File: src/rtl/pos_pkg.sv
// Shared types for the 8.8 fixed-point position interpolator: FSM states,
// position word and the grid-to-position conversion.
package pos_pkg;

    localparam int FRAC_BITS = 8;
    localparam int POS_W     = 16;

    typedef logic [POS_W-1:0] pos_t;

    typedef enum logic [1:0] {
        ST_IDLE = 2'd0,
        ST_MOVE = 2'd1,
        ST_DONE = 2'd2
    } state_t;

    // Integer grid coordinate to 8.8 position (fraction zeroed).
    function automatic pos_t grid_to_pos(input logic [7:0] g);
        return pos_t'(g) << FRAC_BITS;
    endfunction

endpackage

File: src/rtl/axis_step.sv
// One axis of the interpolator: next position one STEP toward the target,
// clamped onto the target when within reach so it never overshoots or wraps.
module axis_step
    import pos_pkg::*;
#(
    parameter logic [15:0] STEP = 16'h0040
) (
    input  pos_t pos,
    input  pos_t tgt,
    output pos_t next_pos,
    output logic at_tgt
);

    logic signed [16:0] diff;
    logic        [16:0] mag;

    always_comb begin
        diff = $signed({1'b0, tgt}) - $signed({1'b0, pos});
        mag  = diff[16] ? 17'(-diff) : 17'(diff);
        if (mag <= {1'b0, STEP}) begin
            next_pos = tgt;
        end else if (diff[16]) begin
            next_pos = pos - STEP;
        end else begin
            next_pos = pos + STEP;
        end
        at_tgt = (next_pos == tgt);
    end

endmodule

File: src/rtl/pos_interp.sv
// Position interpolator: accepts a grid target and walks x/y toward it by
// STEP per frame tick, pulsing pos_valid_out per update and done_out on arrival.
module pos_interp
    import pos_pkg::*;
#(
    parameter logic [15:0] STEP = 16'h0040
) (
    input  logic        clk_in,
    input  logic        rst_n_in,
    input  logic        cmd_valid_in,
    output logic        cmd_ready_out,
    input  logic [7:0]  x_tgt_in,
    input  logic [7:0]  y_tgt_in,
    input  logic        tick_in,
    output logic [15:0] x_out,
    output logic [15:0] y_out,
    output logic        pos_valid_out,
    output logic        busy_out,
    output logic        done_out
);

    if (STEP == 16'h0000) begin : g_step_check
        $error("pos_interp: STEP must be nonzero");
    end

    state_t     state_reg, state_next;
    pos_t       pos_reg  [2];
    pos_t       pos_next [2];
    pos_t       tgt_reg  [2];
    pos_t       tgt_next [2];
    pos_t       cmd_tgt  [2];
    pos_t       step_pos [2];
    logic [1:0] at_tgt;
    logic       pos_valid_reg, pos_valid_next;

    assign cmd_tgt[0] = grid_to_pos(x_tgt_in);
    assign cmd_tgt[1] = grid_to_pos(y_tgt_in);

    // Index 0 is x, index 1 is y.
    for (genvar gi = 0; gi < 2; gi++) begin : g_axis
        axis_step #(.STEP(STEP)) u_axis_step (
            .pos      (pos_reg[gi]),
            .tgt      (tgt_reg[gi]),
            .next_pos (step_pos[gi]),
            .at_tgt   (at_tgt[gi])
        );
    end

    always_comb begin
        state_next     = state_reg;
        pos_next       = pos_reg;
        tgt_next       = tgt_reg;
        pos_valid_next = 1'b0;
        case (state_reg)
            ST_IDLE: begin
                // A tick arriving with the command is deliberately dropped.
                if (cmd_valid_in) begin
                    tgt_next   = cmd_tgt;
                    state_next = (cmd_tgt[0] == pos_reg[0] && cmd_tgt[1] == pos_reg[1])
                                 ? ST_DONE : ST_MOVE;
                end
            end
            ST_MOVE: begin
                if (tick_in) begin
                    pos_next       = step_pos;
                    pos_valid_next = 1'b1;
                    if (&at_tgt) state_next = ST_DONE;
                end
            end
            ST_DONE: state_next = ST_IDLE;
            default: state_next = ST_IDLE;
        endcase
    end

    always_ff @(posedge clk_in or negedge rst_n_in) begin
        if (!rst_n_in) begin
            state_reg     <= ST_IDLE;
            pos_valid_reg <= 1'b0;
            for (int i = 0; i < 2; i++) begin
                pos_reg[i] <= '0;
                tgt_reg[i] <= '0;
            end
        end else begin
            state_reg     <= state_next;
            pos_valid_reg <= pos_valid_next;
            pos_reg       <= pos_next;
            tgt_reg       <= tgt_next;
        end
    end

    assign x_out         = pos_reg[0];
    assign y_out         = pos_reg[1];
    assign pos_valid_out = pos_valid_reg;
    assign cmd_ready_out = (state_reg == ST_IDLE);
    assign busy_out      = (state_reg == ST_MOVE);
    assign done_out      = (state_reg == ST_DONE);

endmodule

File: config.mk
export PLATFORM = sky130hd
export DESIGN_NAME = pos_interp
export DESIGN_NICKNAME = d
export VERILOG_FILES = /design/src/rtl/pos_pkg.sv /design/src/rtl/axis_step.sv /design/src/rtl/pos_interp.sv
export SDC_FILE = /design/constraint.sdc
export NUM_CORES = 1
export LEC_CHECK = 0
export BUFFER_PORTS_ARGS = -buffer_cell sky130_fd_sc_hd__buf_2
export CAP_MARGIN = 40
export CORE_MARGIN = 5
export CORE_UTILIZATION = 60
export CTS_CLUSTER_DIAMETER = 80
export DETAILED_ROUTE_END_ITERATION = 7
export PLACE_DENSITY = 0.87
export SLEW_MARGIN = 10
export SYNTH_ARGS = -nofsm -noshare
export SYNTH_HDL_FRONTEND = slang
export SYNTH_SLANG_ARGS = --single-unit
File: constraint.sdc
create_clock -name clk_in -period 5.85 [get_ports clk_in]
set_input_delay 1.17 -clock clk_in [delete_from_list [all_inputs] [get_ports clk_in]]
set_output_delay 1.17 -clock clk_in [all_outputs]
set_load 0.05 [all_outputs]
==> run metrics <==
Worst path top cell family by delay=compound AO/OA/AOI/OAI gates; TNS Setup=0 ns; Fmax=between 150 and 200 MHz; Worst Reg2Reg Path Length in Cells=18; Hold Violations, Final=0; FFs w/ async S/R, synth=100%; grt total ovfl=0; area grow syn2layout=8.63%; antenna cells=0; Post-CTS Setup Bufs=0; largest cells by area after synthesis=dfrtp_1, xnor2_1, ha_1; setup violators final=0; die width=105 µm; initial detailed-routing violation count=274; Bufs and invs on worst path=2; Worst path max stage delay=0.63 ns; row count=34; reg2reg setup slack=0.61 ns; WL final=14,000 µm; Finished Core Util=between 60% and 70%; GRT Total Usage=24.9%; clock sink count=51; Post-Syn Area=0.00537 mm²; Main synth FF type=dfrtp_1; H-tree depth=2; Die Y-Extent=105 µm; Post-synth top cells=nand2_1, dfrtp_1, xnor2_1, nor2_1; syn avg cell area=8.27 µm²; DRC errors left=0; Hold Crit Class=flop to flop; Nets=around 750; worst skew pair latency=about 0.3 ns; Slew @ Worst Pin=0.930 ns; hold depth=2; Cell variety after synth=between 70 and 80; CP Capture Type=flop; status=finished, final reports clean; vias in the first global route=4,937; RR Startpoint=y_out[0]; worst-path maximum fanout=14; DIE AREA=0.0109 mm²; Num CTS Buffers=5; synthesis-stage register bit count=51; Worst Hold End=y_out[13]; ANT nets after route=0; initial antenna violation count=0; clock transition at the registers of the reported paths=0.09 ns; GPL Wtd Cong=roughly 0.94; CTS tree=yes; Max-Cap Viols=0; top-count cell post-synth=nand2_1; first-pass GRT wire length=23,400 µm; Reg-to-Reg End=state_reg[0]; Ys Warns=0; Max Slew Vio Count=0; CP Class=flop to flop; period utilization=89.5%; worst path required time=6.04 ns; Yosys top cell area share=between 20% and 30%; CTS Root Cell=clkbuf_8; Routed WL per cell=around 17 µm; Via-to-Cell Ratio=6.47; RSZ-0062 raised after global routing=no; worst-path cell chain=inv_1 > ha_1 > nor3b_1 > a41o_1 > a311oi_1 > or2_2 > inv_1 > fa_1 > nor2b_1 > o21ai_0 > a21boi_0 > nor2_1 > xor2_1 > or4_1 > nor3_1 > and4_1 > o22ai_1 > a211o_1; detailed placer's ending HPWL=about 11,000 µm; post-CTS sizing=0; clock skew=0.00842 ns; Initial Util=~62%; total core area=0.00872 mm²; slowest CP cell=a311oi_1; CP most frequent cell=inv_1; vias=5,170; share of cells above drive strength 1=around 16%; Post-CTS Hold Fix Bufs=0; port buffer count=55; leading area contributor after synthesis=dfrtp_1; Syn Nets=between 700 and 800; I/O pins=56; Period minus WS final=5.24 ns; sequential area share after synthesis=between 20% and 30%; largest net degree at the start of global routing=39; max_slew headroom=38.0%; Post-Syn Instances=between 600 and 700; WP data arrival=5.43 ns; number of flops mapped to enable cells by yosys=0; first drt pass iteration count=5; Longest Clk Path Bufs=2; crit path launch type=flop; Hold Path Origin=y_out[13]
[layer usage]
layer | track usage [%] | wire length (µm)
met5 | 0 | 0
met4 | 5.84 | 297
met3 | 3.39 | 818
met2 | 40.5 | 6440
met1 | 35.3 | 6420
[how the worst max path moves through the flow]
stage                     startpoint            to  slack [ns]  cells after the start
after floorplan             y_out[0]  state_reg[0]        0.66                     20
after global placement      y_out[0]  state_reg[0]        0.99                     18
after detailed placement    y_out[0]  state_reg[0]        0.71                     18
after CTS                   y_out[0]  state_reg[0]        0.67                     18
after global routing        y_out[0]  state_reg[0]        0.18                     18
final                       y_out[0]  state_reg[0]        0.61                     18
[per-stage QoR]
step                      worst slack, ns  hold slack [ns]  std cells  instance area, µm²
final                               0.612            0.608        799                5830
after global routing                0.178            0.622        799                5830
after CTS                           0.669            0.611        799                5830
after detailed placement            0.712            0.581        791                5710
after global placement              0.994            0.557        790                5690
after floorplan                     0.663            0.549        649                5370
[cells in the final DEF (no fill, tap or decap), types with 10 or more instances in the layout]
master / n
o21ai_0: 36
a21oi_1: 34
nor3_1: 20
xor2_1: 21
xnor2_1: 51
buf_2: 55
inv_1: 36
mux2i_1: 19
nor4_1: 12
a31oi_1: 11
ha_1: 34
nand2_1: 57
nor2_1: 38
nor2b_1: 11
a211oi_1: 10
nand3_1: 10
or2_2: 11
and2_1: 10
dfrtp_1: 51
mux2_2: 18
[tightest hold or removal path, stage by stage (launching register included)]
cell,delay (ns)
dfrtp_1,0.43
nand2_1,0.06
o21ai_0,0.07
[layout make-up]
class                           instances  area, µm²
Clock buffer                            6       82.6
Clock inverter                          2       35.0
Fill cell                             734       2890
Inverter                               37        139
Multi-Input combinational cell        535       3840
Sequential cell                        51       1280
Tap cell                              108        135
Timing Repair Buffer                   60        325
[logic make-up (layout without fill, tap and decap cells)]
logic type | count (synthesis) | after routing | synth area share [%]
and+or+nand+nor | 232 | 232 | 23.6
muxes | 37 | 37 | 7.32
adders and majority gates | 36 | 36 | 8.67
xor gates and xnor gates | 73 | 73 | 12.2
DFF | 51 | 51 | 23.8
AOI/OAI and AO/OA | 157 | 157 | 19.7
buffers and inverters | 63 | 105 | 4.73
Power is not shown: default switching activity piles up to over one toggle a cycle in this logic, so the estimate is an artifact.
